--- src/rtl/key_guard_ctrl_if.sv ---
// ---------------------------------------------------------------------------
// key_guard_ctrl_if
//
// Bundles the handshake and status signals of key_guard_ctrl so the
// controller and its environment connect through one port.
//
//   enroll_req   master->slave  level request to load enroll_code
//   enroll_code  master->slave  code to store (KW bits)
//   chk_start    master->slave  one-cycle pulse: a code enters the comparator
//   res_in       master->slave  comparator match result (1 = equal)
//   memy_out     slave->master  stored key, feeds the comparator key register
//   enroll_ack   slave->master  one-cycle pulse: enrollment done
//   key_valid    slave->master  a key has been enrolled since reset
//   grant        slave->master  one-cycle pulse: check matched
//   deny         slave->master  one-cycle pulse: check failed or no key
//   locked       slave->master  high during lockout
//   fail_cnt     slave->master  consecutive-fail count
//
// The master modport is the environment (stimulus side); the slave modport
// is the controller.
// ---------------------------------------------------------------------------
interface key_guard_ctrl_if #(
    parameter int KW       = 4,
    parameter int MAX_FAIL = 3
);
    localparam int FW = $clog2(MAX_FAIL + 1);

    logic          enroll_req;
    logic [KW-1:0] enroll_code;
    logic          chk_start;
    logic          res_in;
    logic [KW-1:0] memy_out;
    logic          enroll_ack;
    logic          key_valid;
    logic          grant;
    logic          deny;
    logic          locked;
    logic [FW-1:0] fail_cnt;

    modport master (
        output enroll_req,
        output enroll_code,
        output chk_start,
        output res_in,
        input  memy_out,
        input  enroll_ack,
        input  key_valid,
        input  grant,
        input  deny,
        input  locked,
        input  fail_cnt
    );

    modport slave (
        input  enroll_req,
        input  enroll_code,
        input  chk_start,
        input  res_in,
        output memy_out,
        output enroll_ack,
        output key_valid,
        output grant,
        output deny,
        output locked,
        output fail_cnt
    );
endinterface

--- src/rtl/key_guard_ctrl.sv ---
// ---------------------------------------------------------------------------
// key_guard_ctrl
//
// Control stage wrapped around a KW-bit code comparator.
//   * Enrollment: a request/acknowledge handshake loads the stored key
//     (memy_out) that drives the comparator's key register.
//   * Checking: a chk_start pulse launches a compare; the comparator's match
//     output res_in is sampled CHK_LAT cycles later and turned into a single
//     grant or deny pulse on the following cycle.
//   * Lockout: MAX_FAIL consecutive denies hold the block locked for
//     LOCK_CYCLES cycles, during which checks and enrollments are refused.
//
// Ports
//   c      : clock, all state changes on the rising edge
//   rst_n  : asynchronous active-low reset; release is expected to be
//            synchronised to c upstream
//   bus    : key_guard_ctrl_if.slave (enroll_req, enroll_code, chk_start,
//            res_in in; memy_out, enroll_ack, key_valid, grant, deny,
//            locked, fail_cnt out). All outputs are registered.
//
// Parameters
//   KW          : key/code width, equal to the comparator width
//   CHK_LAT     : cycles from chk_start to a valid res_in (>= 1)
//   MAX_FAIL    : consecutive denies that trigger lockout (>= 1)
//   LOCK_CYCLES : lockout duration in cycles (>= 1)
// ---------------------------------------------------------------------------
module key_guard_ctrl #(
    parameter int KW          = 4,
    parameter int CHK_LAT     = 2,
    parameter int MAX_FAIL    = 3,
    parameter int LOCK_CYCLES = 16
) (
    input  logic            c,
    input  logic            rst_n,
    key_guard_ctrl_if.slave bus
);
    localparam int FW = $clog2(MAX_FAIL + 1);
    localparam int TW = $clog2(LOCK_CYCLES + 1);
    localparam int CW = (CHK_LAT > 1) ? $clog2(CHK_LAT) : 1;

    localparam logic [2:0] st_nokey  = 3'd0;
    localparam logic [2:0] st_enroll = 3'd1;
    localparam logic [2:0] st_armed  = 3'd2;
    localparam logic [2:0] st_check  = 3'd3;
    localparam logic [2:0] st_locked = 3'd4;

    logic [2:0]    state_reg,  state_next;
    logic [KW-1:0] memy_reg,   memy_next;
    logic          ack_reg,    ack_next;
    logic          valid_reg,  valid_next;
    logic          grant_reg,  grant_next;
    logic          deny_reg,   deny_next;
    logic          locked_reg, locked_next;
    logic [FW-1:0] fail_reg,   fail_next;
    logic [CW-1:0] lat_reg,    lat_next;
    logic [TW-1:0] timer_reg,  timer_next;
    // Set once enroll_req has been observed low since the last accepted
    // enrollment; a request still held high after its ack is not re-taken.
    logic          req_ok_reg, req_ok_next;

    logic          enroll_go;

    assign enroll_go = bus.enroll_req & req_ok_reg;

    always_comb begin
        state_next  = state_reg;
        memy_next   = memy_reg;
        ack_next    = 1'b0;
        valid_next  = valid_reg;
        grant_next  = 1'b0;
        deny_next   = 1'b0;
        locked_next = locked_reg;
        fail_next   = fail_reg;
        lat_next    = lat_reg;
        timer_next  = timer_reg;
        req_ok_next = req_ok_reg | ~bus.enroll_req;

        case (state_reg)
            st_nokey: begin
                if (enroll_go) begin
                    state_next  = st_enroll;
                    memy_next   = bus.enroll_code;
                    ack_next    = 1'b1;
                    valid_next  = 1'b1;
                    req_ok_next = 1'b0;
                end else if (bus.chk_start) begin
                    // No key to compare against: refuse without counting.
                    deny_next = 1'b1;
                end
            end

            st_enroll: begin
                // Single-cycle state; ack and key_valid were raised on entry.
                state_next = st_armed;
            end

            st_armed: begin
                // A check takes priority over a simultaneous re-key; the
                // request stays qualified and is taken after the check.
                if (bus.chk_start) begin
                    state_next = st_check;
                    lat_next   = CW'(CHK_LAT - 1);
                end else if (enroll_go) begin
                    state_next  = st_enroll;
                    memy_next   = bus.enroll_code;
                    ack_next    = 1'b1;
                    valid_next  = 1'b1;
                    fail_next   = '0;
                    req_ok_next = 1'b0;
                end
            end

            st_check: begin
                if (lat_reg == '0) begin
                    if (bus.res_in) begin
                        grant_next = 1'b1;
                        fail_next  = '0;
                        state_next = st_armed;
                    end else begin
                        deny_next = 1'b1;
                        if (fail_reg >= FW'(MAX_FAIL - 1)) begin
                            // This deny completes the run: saturate and lock.
                            fail_next   = FW'(MAX_FAIL);
                            locked_next = 1'b1;
                            timer_next  = TW'(LOCK_CYCLES);
                            state_next  = st_locked;
                        end else begin
                            fail_next  = fail_reg + FW'(1);
                            state_next = st_armed;
                        end
                    end
                end else begin
                    lat_next = lat_reg - CW'(1);
                end
            end

            st_locked: begin
                // The timer is loaded with LOCK_CYCLES on entry, so leaving
                // on the edge where it would hit zero gives exactly
                // LOCK_CYCLES cycles of locked high.
                if (timer_reg <= TW'(1)) begin
                    timer_next  = '0;
                    locked_next = 1'b0;
                    fail_next   = '0;
                    state_next  = st_armed;
                end else begin
                    timer_next = timer_reg - TW'(1);
                end
            end

            default: begin
                state_next = st_nokey;
            end
        endcase
    end

    always_ff @(posedge c or negedge rst_n) begin
        if (!rst_n) begin
            state_reg  <= st_nokey;
            memy_reg   <= '0;
            ack_reg    <= 1'b0;
            valid_reg  <= 1'b0;
            grant_reg  <= 1'b0;
            deny_reg   <= 1'b0;
            locked_reg <= 1'b0;
            fail_reg   <= '0;
            lat_reg    <= '0;
            timer_reg  <= '0;
            // No ack has happened yet, so the first request qualifies.
            req_ok_reg <= 1'b1;
        end else begin
            state_reg  <= state_next;
            memy_reg   <= memy_next;
            ack_reg    <= ack_next;
            valid_reg  <= valid_next;
            grant_reg  <= grant_next;
            deny_reg   <= deny_next;
            locked_reg <= locked_next;
            fail_reg   <= fail_next;
            lat_reg    <= lat_next;
            timer_reg  <= timer_next;
            req_ok_reg <= req_ok_next;
        end
    end

    assign bus.memy_out   = memy_reg;
    assign bus.enroll_ack = ack_reg;
    assign bus.key_valid  = valid_reg;
    assign bus.grant      = grant_reg;
    assign bus.deny       = deny_reg;
    assign bus.locked     = locked_reg;
    assign bus.fail_cnt   = fail_reg;

endmodule
--- src/flat_wrapper.sv ---
// flat-port wrapper written by rule: the top's interface ports become plain ports
module key_guard_ctrl_flat 
#(
    parameter int KW          = 4,
    parameter int CHK_LAT     = 2,
    parameter int MAX_FAIL    = 3,
    parameter int LOCK_CYCLES = 16
)
  (c, rst_n, bus_enroll_req, bus_enroll_code, bus_chk_start, bus_res_in, bus_memy_out, bus_enroll_ack, bus_key_valid, bus_grant, bus_deny, bus_locked, bus_fail_cnt);
  key_guard_ctrl_if #(.KW(KW), .MAX_FAIL(MAX_FAIL)) bus_i ();
  input  logic c;
  input  logic rst_n;
  input wire logic [$bits(bus_i.enroll_req)-1:0] bus_enroll_req;
  input wire logic [$bits(bus_i.enroll_code)-1:0] bus_enroll_code;
  input wire logic [$bits(bus_i.chk_start)-1:0] bus_chk_start;
  input wire logic [$bits(bus_i.res_in)-1:0] bus_res_in;
  output wire logic [$bits(bus_i.memy_out)-1:0] bus_memy_out;
  output wire logic [$bits(bus_i.enroll_ack)-1:0] bus_enroll_ack;
  output wire logic [$bits(bus_i.key_valid)-1:0] bus_key_valid;
  output wire logic [$bits(bus_i.grant)-1:0] bus_grant;
  output wire logic [$bits(bus_i.deny)-1:0] bus_deny;
  output wire logic [$bits(bus_i.locked)-1:0] bus_locked;
  output wire logic [$bits(bus_i.fail_cnt)-1:0] bus_fail_cnt;
  assign bus_i.enroll_req = bus_enroll_req;
  assign bus_i.enroll_code = bus_enroll_code;
  assign bus_i.chk_start = bus_chk_start;
  assign bus_i.res_in = bus_res_in;
  assign bus_memy_out = bus_i.memy_out;
  assign bus_enroll_ack = bus_i.enroll_ack;
  assign bus_key_valid = bus_i.key_valid;
  assign bus_grant = bus_i.grant;
  assign bus_deny = bus_i.deny;
  assign bus_locked = bus_i.locked;
  assign bus_fail_cnt = bus_i.fail_cnt;
  key_guard_ctrl #(.KW(KW), .CHK_LAT(CHK_LAT), .MAX_FAIL(MAX_FAIL), .LOCK_CYCLES(LOCK_CYCLES)) u_core (.c(c), .rst_n(rst_n), .bus(bus_i));
endmodule
--- config.mk ---
export PLATFORM = sky130hd
export DESIGN_NAME = key_guard_ctrl_flat
export DESIGN_NICKNAME = d
export VERILOG_FILES = /design/src/rtl/key_guard_ctrl_if.sv /design/src/rtl/key_guard_ctrl.sv /design/src/flat_wrapper.sv
export SDC_FILE = /design/constraint.sdc
export NUM_CORES = 1
export LEC_CHECK = 0
export BUFFER_PORTS_ARGS = -buffer_cell sky130_fd_sc_hd__buf_2
export CORE_MARGIN = 1.5
export CORE_UTILIZATION = 50
export CTS_CLUSTER_SIZE = 40
export DETAILED_ROUTE_END_ITERATION = 8
export GPL_TIMING_DRIVEN = 0
export PLACE_DENSITY = 0.84
export SLEW_MARGIN = 20
export SYNTH_ARGS = -nofsm -noshare
export SYNTH_HDL_FRONTEND = slang
export SYNTH_SLANG_ARGS = --single-unit
--- constraint.sdc ---
create_clock -name c -period 2 [get_ports c]
set_input_delay 0.4 -clock c [delete_from_list [all_inputs] [get_ports c]]
set_output_delay 0.4 -clock c [all_outputs]
set_load 0.005 [all_outputs]
==> impl_metrics.tcl, run 1 <==
set metrics [dict create \
    status "complete, no violations" \
    largest_reg_flops 5 \
    grt_remaining_overflow 0 \
    p_per_area_nw_per_um2 1320 \
    startpoint_type "flip-flop" \
    async_flop_share_pct 100 \
    syn_area_per_cell_um2 10.3 \
    final_antenna_net_count 0 \
    period_share_pct 83.3 \
    cts_buffers 3 \
    yosysUniqueCellTypes 33 \
    firstDrtPassIters 4 \
    synth_top_flop_cell "dfrtp_1" \
    dp_hpwl_um 1480 \
    vias 825 \
    max-vdd-ir-drop_v 0.000762 \
    yosys_warnings 0 \
    crit_type "flip-flop to flip-flop" \
    cp.arrival_ns 1.88 \
    die_area_um2 2350 \
    final_nets 135 \
    fin_worst_skew_ns 0.000898 \
    synth-seq-area-share_pct 50.9 \
    syn_area_um2 1030 \
    hold_class "input port to asynchronous set/reset pin" \
    p_leak_nw 0.576 \
    hold_buffers 0 \
    dieHeight_um 48.5 \
    post_cts_buffers 0 \
    r2r_setup_slack_ns 0.33 \
    grt_first_pass_wirelength_um 3490 \
    htreeDepth 1 \
    reg2reg_from "u_core.timer_reg[1]" \
    antenna_cells 0 \
    cts_num_sinks 21 \
    power_w 0.00157 \
    synth_nets 111 \
    hold_violations 0 \
    ys_ff_latch 21 \
    rsz0062_at_grt "false" \
    start_util_pct 52.7 \
    drt_iter0_markers 8 \
    cap_violations 0 \
    critPathLaunch "u_core.timer_reg[1]" \
    antenna_found_initial 0 \
    min_period_ns 1.67 \
    grt_pass1_vias 815 \
    cts_root_buf "clkbuf_4" \
    rr_endpoint "u_core.bus.fail_cnt[0]" \
    cp-end-kind "flip-flop" \
    cts_resized 0 \
    portBuffers 19 \
    die_w_um 48.5 \
    rows 16 \
    synth-edff-count 0 \
    grt_max_degree 22 \
    crit_fanout 5 \
    slew_headroom_pct 69.5 \
    cts_tree "yes" \
    gp_congestion 0.864 \
    core_area_um2 1960 \
    setup_tns_ns 0 \
    fin_util_pct 60.7 \
    drive_gt1_share_pct 29.3 \
    syn_to_final_growth_pct 15.0 \
    path_clk_slew_ns 0.12 \
    clk_latency_ns 0.31 \
    wire_per_inst_um 13.3 \
    worst_pin_slew_ns 0.457 \
    slew_violations 0 \
    drc 0 \
    ios 20 \
    critPathRequiredTime_ns 2.21 \
    reg2reg_depth 6 \
    track_usage_pct 19.3 \
    drt-total-wl_um 2000 \
    syn_inst 100 \
    setup_violations 0 \
    timing.fmax_mhz 601 \
    clockBufferDepth 2 \
    viasPerCell 5.50 \
]
worst max path at each step:
stage	cells after the start	slack, ns	endpoint
2_1_floorplan	6	0.52	u_core.bus.fail_cnt[0]
3_3_place_gp	6	0.43	u_core.bus.fail_cnt[0]
3_5_place_dp	6	0.35	u_core.bus.fail_cnt[0]
4_1_cts	6	0.33	u_core.bus.fail_cnt[0]
5_1_grt	6	0.26	u_core.bus.fail_cnt[0]
6_report	6	0.33	u_core.bus.fail_cnt[0]
critical path, cell delays in order, from the launching register on:
cell	delay, ns
dfrtp_1	0.43
inv_1	0.09
ha_1	0.14
o21bai_1	0.22
a32oi_2	0.19
o21ai_2	0.19
mux2_4	0.31
stage by stage:
step	area, um^2	setup WS [ns]	hold slack, ns	cells
final	1190	0.335	0.0165	150
after global routing	1190	0.261	0.0557	150
after CTS	1190	0.333	0.0292	150
after detailed placement	1160	0.349	0.379	146
after global placement	1160	0.426	0.373	146
after floorplan	1030	0.516	0.104	100
cell usage in the layout (no fill, tap or decap), drive strengths merged, types with 2 or more instances in the layout:
cell and instances:
nand2b 2, nor2 4, a21oi 4, nand3 4
nand4 2, buf 22, a31oi 3, o21ai 10
clkbuf 4, ha 2, nor3 2, mux2 5
nand2 15, nor3b 3, inv 8, dfrtp 20
cell families after synthesis:
kind of cell / count (synthesis) / share of synthesized area [%]
xor gates and xnor gates: 1 / 0.847
and+or+nand+nor: 36 / 19.0
muxes: 6 / 6.77
buffers and inverters: 11 / 5.56
adders and majority gates: 2 / 2.42
AOI/OAI and AO/OA: 23 / 14.5
DFF: 21 / 50.9
area by class of cell:
class | instances | area, um^2
inverters | 8 | 30.0
fillers | 194 | 772
repair buffers | 19 | 95.1
flip-flops and latches | 21 | 527
plain buffers | 3 | 27.5
clock buffers | 4 | 26.3
well taps | 27 | 33.8
multi-input cells | 68 | 450
Yosys cell counts (all sizes together) (2+ instances only):
master   n  area share [%]
nor2     4             1.5
ha       2             2.4
nand4    2             1.2
nor3b    3             2.7
nand2b   2             1.2
nand2   15             5.4
nand3    4             1.9
inv      8             2.9
mux2     5             5.8
nor3     2             1.5
dfrtp   20              48
a21oi    4             1.9
o21ai   10             5.2
a31oi    3             1.8
buf      3             2.7
metal layers:
layer,GRT usage [%],wire length (um),up-vias
li1,-,-,393
met1,22.3,825,395
met2,34.0,1000,29
met3,2.16,108,8
met4,12.4,63,0
met5,0,0,-
power breakdown:
part           total, W  switching, W  leakage (nW)  internal, W
logic          0.000639      0.000332         0.316     0.000307
registers      0.000724      0.000140         0.246     0.000583
clock network  0.000212      0.000134        0.0150    0.0000780
No activity file was read; power rests on OpenSTA's default activity.
==> run 2: changes to the inputs <==
- CORE_UTILIZATION: 50 -> 48
- PLACE_DENSITY: 0.84 -> 0.85
- clock period: 2 -> 1.53 ns (I/O delays scaled with it)
==> impl_metrics.tcl, run 2 (same netlist as run 1, synthesis figures left out) <==
set metrics [dict create \
    gp_congestion 0.831 \
    p_leak_nw 0.607 \
    cp.arrival_ns 1.70 \
    clockBufferDepth 2 \
    grt_first_pass_wirelength_um 3410 \
    largest_reg_flops 5 \
    portBuffers 19 \
    critPathRequiredTime_ns 1.73 \
    reg2reg_from "u_core.timer_reg[0]" \
    syn_to_final_growth_pct 22.0 \
    antenna_found_initial 0 \
    antenna_cells 0 \
    post_dp_cell_area_um2 1160 \
    cts_num_sinks 21 \
    vias 852 \
    startpoint_type "flip-flop" \
    setup_tns_ns 0 \
    hold_violations 0 \
    worst_pin_slew_ns 0.466 \
    dp_hpwl_um 1470 \
    fin_worst_skew_ns 0.00160 \
    crit_type "flip-flop to flip-flop" \
    final_antenna_net_count 0 \
    r2r_setup_slack_ns 0.03 \
    hold_class "input port to flip-flop" \
    cts_tree "yes" \
    cts_root_buf "clkbuf_4" \
    reg2reg_depth 5 \
    rows 16 \
    min_period_ns 1.50 \
    final_nets 140 \
    start_util_pct 51.7 \
    cap_violations 0 \
    fill_cells 179 \
    htreeDepth 1 \
    setup_violations 0 \
    ios 20 \
    final_cell_mix "20 x buf_2, 20 x dfrtp_1, 15 x nand2_1" \
    viasPerCell 5.50 \
    holdPathStages 2 \
    firstDrtPassIters 4 \
    drt_iter0_markers 24 \
    rr_endpoint "u_core.bus.fail_cnt[0]" \
    die_w_um 49.4 \
    grt_max_degree 22 \
    fin_util_pct 63.1 \
    track_usage_pct 18.2 \
    drc 0 \
    grt_pass1_vias 818 \
    p_per_area_nw_per_um2 1750 \
    path_clk_slew_ns 0.11 \
    rsz0062_at_grt "true" \
    grt_remaining_overflow 0 \
    wire_per_inst_um 13.9 \
    period_share_pct 98.1 \
    dieHeight_um 49.4 \
    core_area_um2 2000 \
    crit_fanout 5 \
    cts_buffers 3 \
    slew_headroom_pct 69.0 \
    drt-total-wl_um 2160 \
    drive_gt1_share_pct 34.4 \
    slew_violations 0 \
    max-vdd-ir-drop_v 0.000919 \
    die_area_um2 2440 \
    min_from "bus_enroll_req" \
    cp-end-kind "flip-flop" \
    postLayoutCellArea_um2 1260 \
    clk_latency_ns 0.30 \
    timing.fmax_mhz 666 \
    holdPathEnd "u_core.req_ok_reg" \
    status "complete, no violations" \
]
## run 2: critical path: stages, from the launching register on
cell and delay, ns:
dfrtp_1 0.44, buf_4 0.17, o21bai_4 0.17, a32oi_2 0.13, o21ai_2 0.17, mux2_4 0.31
## run 2: area by class of cell
cell class | instances | area, um^2 | area share, %
Inverter | 8 | 30.0 | 2.38
Buffer | 3 | 27.5 | 2.18
Timing Repair Buffer | 24 | 135 | 10.7
Clock buffer | 3 | 22.5 | 1.78
Sequential cell | 21 | 527 | 41.7
Tap cell | 27 | 33.8 | 2.68
Clock inverter | 1 | 5.00 | 0.396
Multi-Input combinational cell | 68 | 482 | 38.2
## run 2: worst max path at each step
stage                              from                     end
global route        u_core.timer_reg[0]     u_core.timer_reg[2]
detailed placement  u_core.timer_reg[1]  u_core.bus.fail_cnt[0]
floorplan           u_core.timer_reg[1]  u_core.bus.fail_cnt[0]
finish              u_core.timer_reg[0]  u_core.bus.fail_cnt[0]
CTS                 u_core.state_reg[2]  u_core.bus.memy_out[3]
global placement    u_core.timer_reg[1]  u_core.bus.fail_cnt[0]
## run 2: metrics by stage
stage                     hold slack [ns]  worst slack [ns]  std cells  power [W]
final                               0.161            0.0292        155    0.00220
after global routing                0.158           -0.0511        155    0.00236
after CTS                           0.150            0.0266        154    0.00217
after detailed placement            0.291           -0.0797        146    0.00179
after global placement              0.276           -0.0443        146    0.00172
after floorplan                    0.0104            0.0456        100    0.00151
## run 2: per-layer routing
metal	share of wire (%)	vias to the layer above	global-route usage [%]	routed length [um]
met5	0	-	0	0
met4	1.3	0	6.94	27
met3	3.8	4	3.99	83
met2	53	26	33.8	1140
met1	42	414	20.0	903
li1	-	408	-	-
## run 2: power breakdown
| group | leakage (nW) | switching [W] | total [W] | internal (W) |
|---|---|---|---|---|
| sequential | 0.246 | 0.000186 | 0.000949 | 0.000763 |
| combinational | 0.343 | 0.000501 | 0.000988 | 0.000488 |
| clock | 0.0177 | 0.000169 | 0.000267 | 0.0000977 |
| total | 0.607 | 0.000856 | 0.00220 | 0.00135 |
## run 2: timing repair
action	CTS	global route
resized for setup	3	4
pin swaps	0	1
setup endpoints to repair	3	6
hold endpoints to repair	20	0
buffers inserted	3	1
hold buffers	1	0
